<file path="config.mk">
export PLATFORM = sky130hd
export DESIGN_NAME = ecc_host_if
export DESIGN_NICKNAME = d
export VERILOG_FILES = /design/src/rtl/ecc_host_if.sv
export SDC_FILE = /design/constraint.sdc
export NUM_CORES = 1
export LEC_CHECK = 0
export CAP_MARGIN = 20
export CELL_PAD_IN_SITES_DETAIL_PLACEMENT = 0
export CELL_PAD_IN_SITES_GLOBAL_PLACEMENT = 1
export CORE_MARGIN = 2
export CORE_UTILIZATION = 30
export CTS_BUF_LIST = sky130_fd_sc_hd__clkbuf_16
export CTS_CLUSTER_DIAMETER = 50
export DETAILED_ROUTE_END_ITERATION = 8
export DONT_BUFFER_PORTS = 1
export PLACE_DENSITY_LB_ADDON = 0.1
export SLEW_MARGIN = 25
export SYNTH_ARGS = -nofsm -noshare
export SYNTH_HDL_FRONTEND = slang
export SYNTH_SLANG_ARGS = --single-unit
</file>
<file path="constraint.sdc">
create_clock -name clk -period 3.1 [get_ports clk]
set_input_delay 0.31 -clock clk [delete_from_list [all_inputs] [get_ports clk]]
set_output_delay 0.31 -clock clk [all_outputs]
set_load 0.05 [all_outputs]
</file>
<file path="src/rtl/ecc_host_if.sv">
// ecc_host_if: host-side driver for the ECC scalar-multiply core.
// Accepts a W-bit scalar as a stream of BW-bit words (LSW first), pulses the
// core reset, enables the core until it reports completion, captures dx/dy
// and streams them back out as 2*NW words (dx LSW first, then dy LSW first).
// Optional feature macro: ECC_TIMEOUT_EN. When it is defined, RUN is bounded
// by TIMEOUT cycles and a timeout raises the sticky err flag.
//
// Handshake: a word moves on a stream port only in a cycle where both valid
// and ready are high at the rising clock edge; the source holds data/valid
// stable until it is taken, and the block never withdraws m_valid or changes
// m_data while m_ready is low.
module ecc_host_if #(
    parameter int W       = 163,
    parameter int BW      = 32,
    parameter int RST_CYC = 2,
    parameter int TIMEOUT = 200000
) (
    input  logic          clk,
    input  logic          rst,
    input  logic [BW-1:0] s_data,
    input  logic          s_valid,
    output logic          s_ready,
    output logic [BW-1:0] m_data,
    output logic          m_valid,
    input  logic          m_ready,
    output logic          m_last,
    output logic          busy,
    output logic          err,
    output logic          ecc_rst,
    output logic          ecc_enable,
    output logic [W-1:0]  ecc_din,
    input  logic [W-1:0]  ecc_dx,
    input  logic [W-1:0]  ecc_dy,
    input  logic          ecc_done
);

    localparam int NW      = (W + BW - 1) / BW;
    localparam int CNT_MAX = (2 * NW > RST_CYC) ? 2 * NW : RST_CYC;
    localparam int CW      = $clog2(CNT_MAX + 1);

    typedef enum logic [2:0] {
        S_IDLE   = 3'd0,
        S_LOAD   = 3'd1,
        S_CLR    = 3'd2,
        S_RUN    = 3'd3,
        S_UNLOAD = 3'd4
    } state_t;

    state_t          state;
    state_t          state_nx;
    logic [CW-1:0]   cnt;
    logic [W-1:0]    res_x;
    logic [W-1:0]    res_y;
    logic            seen_low;
    logic            done_ok;
    logic            timeout_hit;
    logic [W-1:0]    word_mask;
    logic [W-1:0]    word_ins;
    logic [BW-1:0]   word_sel;

    // A done level only counts once it has been seen low during this RUN,
    // so a done left high by the previous operation cannot end this one.
    assign done_ok = (state == S_RUN) && ecc_done && seen_low;

`ifdef ECC_TIMEOUT_EN
    localparam int RW = $clog2(TIMEOUT + 1);
    logic [RW-1:0] run_cnt;
    logic          err_q;

    assign timeout_hit = (state == S_RUN) && !done_ok && (run_cnt == RW'(TIMEOUT - 1));

    // RUN cycle counter, cleared whenever the core is not running.
    always_ff @(posedge clk) begin
        if (rst || state != S_RUN) begin
            run_cnt <= '0;
        end else begin
            run_cnt <= run_cnt + 1'b1;
        end
    end

    // Sticky timeout flag; cleared when the next scalar starts loading.
    always_ff @(posedge clk) begin
        if (rst) begin
            err_q <= 1'b0;
        end else if (state == S_IDLE && s_valid) begin
            err_q <= 1'b0;
        end else if (timeout_hit) begin
            err_q <= 1'b1;
        end
    end

    assign err = err_q && !rst;
`else
    assign timeout_hit = 1'b0;
    assign err         = 1'b0;
`endif

    // State register.
    always_ff @(posedge clk) begin
        if (rst) begin
            state <= S_IDLE;
        end else begin
            state <= state_nx;
        end
    end

    // Next-state logic.
    always_comb begin
        state_nx = state;
        case (state)
            S_IDLE: begin
                if (s_valid) state_nx = S_LOAD;
            end
            S_LOAD: begin
                if (s_valid && cnt == CW'(NW - 1)) state_nx = S_CLR;
            end
            S_CLR: begin
                if (cnt == CW'(RST_CYC - 1)) state_nx = S_RUN;
            end
            S_RUN: begin
                if (done_ok) begin
                    state_nx = S_UNLOAD;
                end else if (timeout_hit) begin
                    state_nx = S_IDLE;
                end
            end
            S_UNLOAD: begin
                if (m_ready && cnt == CW'(2 * NW - 1)) state_nx = S_IDLE;
            end
            default: state_nx = S_IDLE;
        endcase
    end

    // Output decode; everything is forced to its reset value while rst is high.
    always_comb begin
        s_ready    = !rst && (state == S_IDLE || state == S_LOAD);
        m_valid    = !rst && (state == S_UNLOAD);
        m_last     = m_valid && (cnt == CW'(2 * NW - 1));
        m_data     = m_valid ? word_sel : '0;
        busy       = !rst && (state != S_IDLE);
        ecc_enable = !rst && (state == S_RUN);
        ecc_rst    = rst || (state == S_CLR);
    end

    // Placement of the incoming word at slot cnt; bits beyond W fall off the shift.
    always_comb begin
        word_mask = {{(W - BW){1'b0}}, {BW{1'b1}}} << (32'(cnt) * BW);
        word_ins  = {{(W - BW){1'b0}}, s_data} << (32'(cnt) * BW);
    end

    // Outgoing word: dx slots first, then dy slots; zero-fill above W.
    always_comb begin
        if (cnt < CW'(NW)) begin
            word_sel = BW'(res_x >> (32'(cnt) * BW));
        end else begin
            word_sel = BW'(res_y >> (32'(cnt - CW'(NW)) * BW));
        end
    end

    // Datapath: scalar assembly, CLR timing, result capture and unload counting.
    always_ff @(posedge clk) begin
        if (rst) begin
            cnt      <= '0;
            ecc_din  <= '0;
            res_x    <= '0;
            res_y    <= '0;
            seen_low <= 1'b0;
        end else begin
            seen_low <= (state == S_RUN) && (seen_low || !ecc_done);
            case (state)
                S_IDLE: begin
                    if (s_valid) begin
                        ecc_din <= {{(W - BW){1'b0}}, s_data};
                        cnt     <= CW'(1);
                    end
                end
                S_LOAD: begin
                    if (s_valid) begin
                        ecc_din <= (ecc_din & ~word_mask) | (word_ins & word_mask);
                        cnt     <= (cnt == CW'(NW - 1)) ? '0 : cnt + 1'b1;
                    end
                end
                S_CLR: begin
                    cnt <= (cnt == CW'(RST_CYC - 1)) ? '0 : cnt + 1'b1;
                end
                S_RUN: begin
                    if (done_ok) begin
                        res_x <= ecc_dx;
                        res_y <= ecc_dy;
                    end
                    cnt <= '0;
                end
                S_UNLOAD: begin
                    if (m_ready) begin
                        cnt <= (cnt == CW'(2 * NW - 1)) ? '0 : cnt + 1'b1;
                    end
                end
                default: cnt <= '0;
            endcase
        end
    end

endmodule

</file>
==> metrics.md, run 1 <==
| Metric | Value |
|---|---|
| Run status | complete, no violations |
| Worst Path Required | 2790 ps |
| H-tree Lvls | 3 |
| Peak VDD IR | 0.3257 mV |
| Leak | 0.009894 µW |
| Worst r2r path cells | 9 |
| CTS tree | done |
| Final setup viols | 0 |
| Largest net degree at the start of global routing | 214 |
| Max-cap violations | 0 |
| Hold Slack | 63.97 ps |
| Vias in the first global route | 20.14k |
| Area growth, synth to finish | 39.01% |
| CP arrival | 2740 ps |
| Fmax | 0.3281 GHz |
| Number of placement rows | 95 |
| WHS Path Cells | 3 |
| Initial Util | 0.3041 |
| Drt first pass iters | 5 |
| Initial DRC count | 1287 |
| Most common cell in the synthesized netlist | nand2_1 |
| GRT Overall Usage | 0.2481 |
| Crit path time final | 3048 ps |
| Share of cells above drive strength 1 | 0.09681 |
| Crit path buffers/inverters | 2 |
| CP Cell Sequence | nor3b_4, nand2b_1, or4b_1, buf_12, o22ai_2, buf_6 |
| Critical Path Fanout Max | 32 |
| Crit path capture type | output pin |
| Worst-path clk slew | 50 ps |
| Core Footprint | 0.06740 mm² |
| Worst reg2reg setup slack | 220 ps |
| Hold Vio Cnt, Final | 0 |
| Gate Count Post-Synth | 2580 |
| # IOs | 565 |
| WL per Instance | 23.37 µm |
| Critical path depth in cells | 6 |
| Routed Antenna Nets | 0 |
| Via Count | 20.02k |
| Root buf cell | clkbuf_16 |
| Post-synth top area cell | dfxtp_1 |
| Top-area cell type share of the netlist area | 0.4854 |
| Top FF cell, synth | dfxtp_1 |
| Synthesized area | 0.02050 mm² |
| Worst r2r src | cnt[1]$_SDFFE_PP0P_ |
| Yosys reg bits | 497 |
| Worst Min Path Start | ecc_done |
| Final period utilization | 0.9833 |
| RSZ-0062 raised after global routing | true |
| First-pass GRT wire length | 131500 µm |
| CP delay by family, top | simple AND/OR/NAND/NOR gates |
| DP HPWL | 59070 µm |
| Tot Pwr | 16570 µW |
| Hold Crit Endpoint | state[1]$_SDFFE_PP0P_ |
| Post-Place Setup Slack | -11.86 ps |
| Sequential share of the synthesized area | 0.4854 |
| Fin util | 0.4227 |
| Distinct cells, synth | 48 |
| Final GP Congestion | 0.8528 |
| Max-slew headroom | 0.2991 |
| CTS Buf Count | 75 |
| Via density | 5.187 |
| Worst setup path category | reg2out |
| PD cells | 581.5 mW/mm² |
| Die W | 265.4 µm |
| Final slew viol count | 0 |
| Total congestion overflow | 0 |
| Setup ws final | 51.89 ps |
| Clk Latency, worst-skew pair | 630 ps |
| Slew @ Worst Pin | 1046 ps |
| CTS sink count | 497 |
| Worst Setup Start Kind | register |
| Worst path max stage delay | 580 ps |
| Synth warn | 0 |
| DRC errors left | 0 |
| Detailed Route WL | 90170 µm |
| Synth top cells by count | 813 x nand2_1, 523 x a21oi_1, 497 x dfxtp_1 |
| Antenna violations before repair | 20 |
| Clk_skew | 23.74 ps |
| Die Span Y | 265.4 µm |
| EDFF count, synth | 0 |
| Worst min path class | in2reg |
| Die ar. | 0.07043 mm² |
| Slowest CP cell | or4b_1 |
| Syn Nets | 2950 |
| Setup TNS | 0 ps |
| Post-synth ARST share | 0 |
| Syn Area/Cell | 7.944 µm² |
| Nets | 3289 |
| Port Buf Inserts | 0 |
| Top post-synthesis cells by area | dfxtp_1 49%, nand2_1 15%, a21oi_1 13%, mux4_2 3.7%, nand3_1 3.3% |
| Deepest clock path buffer count | 3 |
flip-flops by register name, indices dropped and copies added, names as in the netlist, named ones only:
name	cells
res_y	163
cnt	4
ecc_din	131
state	3
seen_low	1
res_x	163
layer usage:
layer	track usage	share of wire	wire, µm
met1	0.3030	0.41	36780
met2	0.4264	0.49	44560
met3	0.06647	0.071	6418
met4	0.07314	0.026	2322
met5	0	0.0010	94
kinds of logic (layout without fill, tap and decap cells):
kind of cell    Yosys count  in the layout  share of synthesized area
compound gates          670            670                     0.1767
buf+inv                 244            639                    0.05097
simple gates           1061           1061                     0.2124
other cells               1             12                  0.0001830
fa+ha+maj                 7              7                   0.004273
mux                     100            100                    0.07008
flops                   497            497                     0.4854
area by class of cell:
| cell class | instances | area, µm² |
|---|---|---|
| timing repair buffer | 498 | 5069 |
| clock buffer | 75 | 1877 |
| sequential | 497 | 9960 |
| fill | 6901 | 38900 |
| multi-input combinational | 1839 | 9657 |
| tap | 873 | 1092 |
| antenna | 11 | 27.53 |
| inverter | 8 | 30.03 |
| clock inverter | 58 | 779.5 |
stage by stage:
step                      std cells  area [µm²]
after global placement         3307       21520
after floorplan                2580       20500
after global routing           3857       28490
after detailed placement       3307       21520
final                          3859       28490
after CTS                      3848       28440
worst max-delay path by stage:
stage | start | end | slack, ps
floorplan | cnt[3]$_SDFFE_PP0P_ | m_data[24] | 300
global placement | cnt[1]$_SDFFE_PP0P_ | m_data[13] | -50
detailed placement | cnt[1]$_SDFFE_PP0P_ | m_data[12] | -10
CTS | cnt[0]$_SDFFE_PP0P_ | m_data[4] | 2
global route | state[1]$_SDFFE_PP0P_ | m_data[28] | -20
finish | state[1]$_SDFFE_PP0P_ | m_data[28] | 50
what timing repair did:
| action | CTS | global route |
|---|---|---|
| gates resized for setup | 22 | 8 |
| gates cloned | 2 | 0 |
| hold buffers | 404 | 0 |
| endpoints found under the setup margin | 32 | 13 |
| endpoints found under the hold margin | 497 | 0 |
| setup buffers | 2 | 0 |
power breakdown:
| part | leakage [µW] | internal [µW] | switching (µW) |
|---|---|---|---|
| clock network | 0.00132 | 5660 | 3370 |
| registers | 0.00401 | 6430 | 163 |
| logic | 0.00456 | 396 | 548 |
| total | 0.00989 | 12500 | 4080 |
worst min-delay path: stages:
cell and delay (ps):
nand2_1 100, a2bb2oi_1 100, a21oi_1 120
cells in the final DEF (no fill, tap or decap), types with 8 or more instances in the layout:
cell type        n
nand3_1        134
nand2b_1         8
dfxtp_1        493
a22oi_1          8
nor2_1          41
buf_4           71
nor2b_1         30
o21ai_0         22
dlygate4sd3_1  403
a32oi_1         32
clkinv_2        10
clkbuf_16       75
o22ai_1         27
bufinv_16       14
buf_12          16
mux2i_1         57
nand2_1        813
mux4_2          34
a21oi_1        523
a31oi_1         26
inv_1           18
diode_2         11
(Power assumes the default switching activity.)
==> inputs of run 2 (changes only) <==
ABC_AREA = 1   (was default)
==> metrics.md, run 2 <==
| Metric | Value |
|---|---|
| Met2 usage | 0.4125 (-0.01396) |
| DP HPWL | 67650 µm (+15%) |
| Final setup viols | 0 (unchanged) |
| Most frequent cells in the layout | 767 x nor2_1, 494 x dfxtp_1, 419 x o21ai_0, 346 x nand2_1, 325 x dlygate4sd3_1 |
| Worst Path Required | 2790 ps (about the same) |
| Post-synth ARST share | 0 (unchanged) |
| DP Cell Count | 3891 (+18%) |
| Commonest non-fill, non-tap cell in the layout | nor2_1 |
| Final GP Congestion | 0.8419 (-1.3%) |
| Synth warn | 0 (unchanged) |
| Synthesized area | 0.02175 mm² (+6.1%) |
| Top post-synthesis cells by area | dfxtp_1 46%, nor2_1 13%, o21ai_0 9.7%, nand2_1 6.0%, a21oi_1 5.1% |
| First-pass GRT wire length | 137100 µm (+4.2%) |
| Largest net degree at the start of global routing | 211 (-1.4%) |
| Met1 GRT Util | 0.3027 (-0.0003224) |
| Clk Latency, worst-skew pair | 590 ps (-40 ps) |
| Clk_skew | 20.50 ps (-3.243 ps) |
| Crit path time final | 3017 ps (-31.03 ps) |
| Detailed Route WL | 94360 µm (+4.6%) |
| Critical Path Fanout Max | 32 (unchanged) |
| Final period utilization | 0.9732 (-0.01001) |
| Yosys reg bits | 497 (unchanged) |
| # IOs | 565 (unchanged) |
| Worst min path class | in2reg |
| GRT Overall Usage | 0.2423 (-0.005764) |
| Antenna violations before repair | 10 (-50%) |
| Die Span Y | 273.3 µm (+3.0%) |
| H-tree Lvls | 3 (unchanged) |
| Initial Util | 0.3037 (-0.0003660) |
| Crit path capture type | output pin |
| Hold Vio Cnt, Final | 0 (unchanged) |
| Setup TNS | 0 ps (unchanged) |
| Port Buf Inserts | 0 (unchanged) |
| Routed Antenna Nets | 0 (unchanged) |
| Vias in the first global route | 21.34k (+6.0%) |
| Max-slew headroom | 0.2512 (-0.04797) |
| Die W | 273.3 µm (+3.0%) |
| Fin area | 0.02874 mm² (+0.89%) |
| Final slew viol count | 0 (unchanged) |
| Most frequent CP cell | ha_2 |
| Sequential share of the synthesized area | 0.4574 (-0.02801) |
| Worst path max stage delay | 390 ps (-190 ps) |
| Worst-path clk slew | 50 ps (about the same) |
| Total congestion overflow | 0 (unchanged) |
| Deepest clock path buffer count | 3 (unchanged) |
| Fin cells | 4353 (+13%) |
| WL per Instance | 21.68 µm (-7.2%) |
| Slew @ Worst Pin | 1122 ps (+76.41 ps) |
| Root buf cell | clkbuf_16 |
| Max-cap violations | 0 (unchanged) |
| PD cells | 705.5 mW/mm² (+21%) |
| Top-area cell type share of the netlist area | 0.4574 (-0.02801) |
| EDFF count, synth | 0 (unchanged) |
| Die ar. | 0.07467 mm² (+6.0%) |
| Distinct cells, synth | 39 (-19%) |
| Syn Area/Cell | 7.019 µm² (-12%) |
| Peak VDD IR | 0.5860 mV (+80%) |
| Worst Setup Start Kind | register |
| Fmax | 0.3314 GHz (+1.0%) |
| Area growth, synth to finish | 32.15% |
| Initial DRC count | 1435 (+11%) |
| Gate Count Post-Synth | 3099 (+20%) |
| Number of placement rows | 98 (+3.2%) |
| CP Cell Sequence | ha_2, inv_1, ha_2, and3_1, buf_6, a21oi_1, nor2_1, buf_4 |
| CTS sink count | 497 (unchanged) |
| Nets | 3714 (+13%) |
| CTS tree | done |
| Layout fillers | 7676 (+11%) |
| RSZ-0062 raised after global routing | true |
| Syn Nets | 3469 (+18%) |
| DP Area | 0.02282 mm² (+6.1%) |
| Share of cells above drive strength 1 | 0.08601 (-0.01080) |
| Most common cell in the synthesized netlist | nor2_1 |
| DRC errors left | 0 (unchanged) |
| CTS Buf Count | 74 (-1.3%) |
| Worst setup path category | reg2out |
| Largest regs | res_x x163, res_y x163, ecc_din x131 |
| Leak | 0.01076 µW (+8.7%) |
| Post-synth top area cell | dfxtp_1 |
| GRT busiest layer | met2 |
| Tot Pwr | 20280 µW (+22%) |
| Run status | complete, no violations |
| Met3 GRT Util | 0.06316 (-0.003311) |
| Via density | 5.067 (-2.3%) |
| Slowest CP cell | dfxtp_4 |
| Core Footprint | 0.07161 mm² (+6.3%) |
| Fin util | 0.4014 (-0.02134) |
| Via Count | 22.06k (+10%) |
| Synth top cells by count | 774 x nor2_1, 497 x dfxtp_1, 422 x o21ai_0 |
| CP arrival | 2710 ps (-30 ps) |
| Top FF cell, synth | dfxtp_1 |
| Drt first pass iters | 5 (unchanged) |
[run 2: cell types whose count changed after synthesis, moves of 31 or more]
| cell | delta |
|---|---|
| nor2_1 | +731 |
| nand2_1 | -467 |
| o21ai_0 | +393 |
| a21oi_1 | -301 |
| inv_1 | +104 |
| nor3_1 | +69 |
| mux2i_1 | -58 |
| o21ai_1 | +56 |
| a31oi_1 | +51 |
| nand3_1 | +38 |
| mux4_2 | -34 |
| a32oi_1 | -32 |
| nor2b_1 | -31 |
| o22ai_1 | -31 |
[run 2: through the flow]
stage | hold WS [ps] | setup WS [ps]
3_5_place_dp | 390.5 | 383.5
2_1_floorplan | 424.5 | 484.0
4_1_cts | 1.081 | 10.54
6_report | 2.535 | 82.93
3_3_place_gp | 388.5 | 390.8
5_1_grt | 2.474 | -39.63
[run 2: cells by family (layout without fill, tap and decap cells)]
| kind of cell | Yosys count | in the layout | synth area share |
|---|---|---|---|
| compound gates | 820 | 820 | 0.2031 |
| xor+xnor | 1 | 1 | 0.0004027 |
| fa+ha+maj | 7 | 7 | 0.004027 |
| buf+inv | 381 | 677 | 0.07461 |
| flops | 497 | 497 | 0.4574 |
| other cells | 1 | 9 | 0.0001724 |
| simple gates | 1392 | 1392 | 0.2602 |
[run 2: worst max-delay path: cells and delay by family (launching register included)]
kind                     cells  cell delay, ps
buffers and inverters        3             590
AND/OR/NAND/NOR              2             510
adder cells (fa/ha/maj)      2             490
flip-flops                   1             390
AO/OA/AOI/OAI                1             120
[run 2: what timing repair did]
action,CTS,global route
endpoints found under the hold margin,454,1
cloned,0,1
setup buffers,1,0
resized for setup,17,17
hold buffers,324,1
setup endpoints to repair,24,19
[run 2: layer usage]
metal  vias to the layer above  part of all wire
met3                       132             0.070
met4                         8             0.023
met2                       653              0.48
li1                      10770                 -
met5                         -           0.00049
met1                     10500              0.43
[run 2: path summary, 6_finish.rpt]
kind / from / to / slack [ps] / cells after the start
worst min-delay path: ecc_dy[128] / res_y[128]$_SDFFE_PP0P_ / 3 / 2
worst max register to register: cnt[0]$_SDFFE_PP0P_ / ecc_din[71]$_SDFFE_PP0P_ / 530 / 7
worst max-delay path: cnt[1]$_SDFFE_PP0P_ / m_data[6] / 80 / 8
worst min register to register: res_y[148]$_SDFFE_PP0P_ / res_y[148]$_SDFFE_PP0P_ / 450 / 2
[run 2: layout make-up]
cell class                      count  area, µm²  area share
Inverter                          122      493.0     0.01715
Clock buffer                       76       1902     0.06616
Timing Repair Buffer              428       4323      0.1504
Antenna cell                        8      20.02   0.0006965
Sequential cell                   497       9958      0.3465
Tap cell                          950       1189     0.04135
Multi-Input combinational cell   2221      10270      0.3572
Clock inverter                     51      591.8     0.02059
[run 2: where the power goes]
group / internal [µW] / switching [µW]
registers: 6630 / 929
logic: 1280 / 2830
clock network: 5450 / 3160
total: 13400 / 6930
==> inputs of run 3 (changes only) <==
CORE_MARGIN = default   (was 2)
==> metrics.md, run 3 (synthesized netlist as in run 2, its figures left out) <==
| Metric | Value |
|---|---|
| Run status | complete, no violations |
| Port Buf Inserts | 0 (unchanged) |
| Clk Latency, worst-skew pair | 590 ps (about the same) |
| Number of placement rows | 98 (unchanged) |
| Critical Path Fanout Max | 27 (-16%) |
| Worst Min Path Start | ecc_dx[154] |
| Root buf cell | clkbuf_16 |
| Final period utilization | 0.9855 (+0.01230) |
| Worst min path class | in2reg |
| Worst setup path category | reg2out |
| Max layer used | met5 |
| Critical R2R Capture | ecc_din[48]$_SDFFE_PP0P_ |
| Initial DRC count | 1491 (+3.9%) |
| First-pass GRT wire length | 136800 µm (-0.23%) |
| WHS Path Cells | 2 (unchanged) |
| Routed wl met2 | 45680 µm (+0.94%) |
| Crit path time final | 3055 ps (+38.12 ps) |
| Hold Crit Endpoint | res_x[154]$_SDFFE_PP0P_ |
| Die ar. | 0.07358 mm² (-1.5%) |
| # IOs | 565 (unchanged) |
| Final slew viol count | 0 (unchanged) |
| Most frequent cells in the layout | 766 x nor2_1, 495 x dfxtp_1, 420 x o21ai_0, 346 x nand2_1, 315 x dlygate4sd3_1 |
| PD cells | 699.9 mW/mm² (-0.80%) |
| Post-Place Setup Slack | 177.1 ps (-206.4 ps) |
| Slew @ Worst Pin | 1092 ps (-30.17 ps) |
| Nets | 3691 (-0.62%) |
| Antenna violations before repair | 6 (-4) |
| Via Count | 21.95k (-0.50%) |
| DRC errors left | 0 (unchanged) |
| Max-cap violations | 0 (unchanged) |
| CTS sink count | 497 (unchanged) |
| Setup TNS | 0 ps (unchanged) |
| Die Span Y | 271.3 µm (-0.73%) |
| M1 WL | 41530 µm (+2.9%) |
| Worst-path clk slew | 50 ps (about the same) |
| Setup ws final | 44.81 ps (-38.12 ps) |
| Max-slew headroom | 0.2713 (+0.02013) |
| Worst Setup Start Kind | register |
| Via density | 5.069 (about the same) |
| CP arrival | 2750 ps (+40 ps) |
| Commonest non-fill, non-tap cell in the layout | nor2_1 |
| Core Footprint | 0.07161 mm² (unchanged) |
| Largest regs | res_x x163, res_y x163, ecc_din x131 |
| Detailed Route WL | 94680 µm (+0.34%) |
| Peak VDD IR | 0.4341 mV (-26%) |
| Vias in the first global route | 20.97k (-1.8%) |
| CTS Buf Count | 73 (-1.4%) |
| Met3 WL | 5735 µm (-13%) |
| Worst r2r src | cnt[2]$_SDFFE_PP0P_ |
| Initial Util | 0.3037 (unchanged) |
| Hold Vio Cnt, Final | 0 (unchanged) |
| WL per Instance | 21.87 µm (+0.87%) |
| Final setup viols | 0 (unchanged) |
| DP HPWL | 66310 µm (-2.0%) |
| H-tree Lvls | 3 (unchanged) |
| CTS tree | done |
| Leak | 0.01057 µW (-1.8%) |
| Area growth, synth to finish | 30.17% |
| RSZ-0062 raised after global routing | false |
| Fmax | 0.3273 GHz (-1.2%) |
| Final GP Congestion | 0.8362 (-0.68%) |
| Drt first pass iters | 5 (unchanged) |
| Largest net degree at the start of global routing | 233 (+10%) |
| Crit path capture type | output pin |
| Routed Antenna Nets | 0 (unchanged) |
| Deepest clock path buffer count | 3 (unchanged) |
| Worst r2r path cells | 8 (+1) |
| Worst reg2reg setup slack | 600 ps (+70 ps) |
| Die W | 271.3 µm (-0.73%) |
| GRT Overall Usage | 0.2450 (+0.002672) |
| Total congestion overflow | 0 (unchanged) |
| Worst Path Required | 2790 ps (about the same) |
| Share of cells above drive strength 1 | 0.08116 (-0.004848) |
| Clk_skew | 22.10 ps (+1.600 ps) |
## run 3: cell type report
cell class	count	area [µm²]
timing repair inverter	1	7.507
clock buffer	77	1927
fill	7657	43300
multi-input combinational	2222	10260
sequential	497	9957
tap	950	1189
clock inverter	53	434.2
antenna	4	10.01
timing repair buffer	404	4029
inverter	122	499.2
## run 3: per-stage QoR
stage	hold slack, ps	instances	util	power, µW	cell area (µm²)
after CTS	1.945	4324	0.3943	19980	28240
final	18.67	4330	0.3954	19820	28310
after global placement	389.5	3874	0.3158	11350	22610
after global routing	12.21	4329	0.3953	20700	28310
after detailed placement	394.5	3874	0.3158	11370	22610
after floorplan	424.5	3099	-	10080	21750
## run 3: worst max-delay path by stage
| stage | startpoint | endpoint | slack (ps) | depth (start not counted) |
|---|---|---|---|---|
| after floorplan | cnt[2]$_SDFFE_PP0P_ | m_data[0] | 480 | 9 |
| after global placement | cnt[1]$_SDFFE_PP0P_ | m_data[27] | 220 | 7 |
| after detailed placement | cnt[1]$_SDFFE_PP0P_ | m_data[27] | 180 | 7 |
| after CTS | cnt[0]$_SDFFE_PP0P_ | m_data[24] | 0.4 | 8 |
| after global routing | cnt[1]$_SDFFE_PP0P_ | m_data[27] | 1 | 7 |
| final | cnt[0]$_SDFFE_PP0P_ | m_data[22] | 40 | 8 |
## run 3: metal layers
| metal | GRT usage | up-vias |
|---|---|---|
| met5 | 0 | - |
| met3 | 0.05192 | 102 |
| met4 | 0.06180 | 6 |
| met2 | 0.4166 | 638 |
| li1 | - | 10730 |
| met1 | 0.3135 | 10470 |
## run 3: where the power goes
group          switching (µW)  total (µW)  internal (µW)
registers                 944        7580           6630
clock network            3170        8110           4940
logic                    2890        4130           1240
total                    7010       19800          12800
## run 3: critical path, stage by stage, from the launching register on
cell and delay [ps]:
dfxtp_4 490, buf_6 290, nand2_1 90, nand3_1 260, nand3_1 150, o21ai_0 180, a21oi_1 140, nor2_1 280
buf_4 270
## run 3: repair_timing
action                     4_1_cts  5_1_grt
hold buffers                   315        0
setup buffers                    3        1
hold endpoints to repair       444        0
pin swaps                        1        1
cloned                           2        1
gates resized for setup         19        6
setup endpoints to repair       32       25
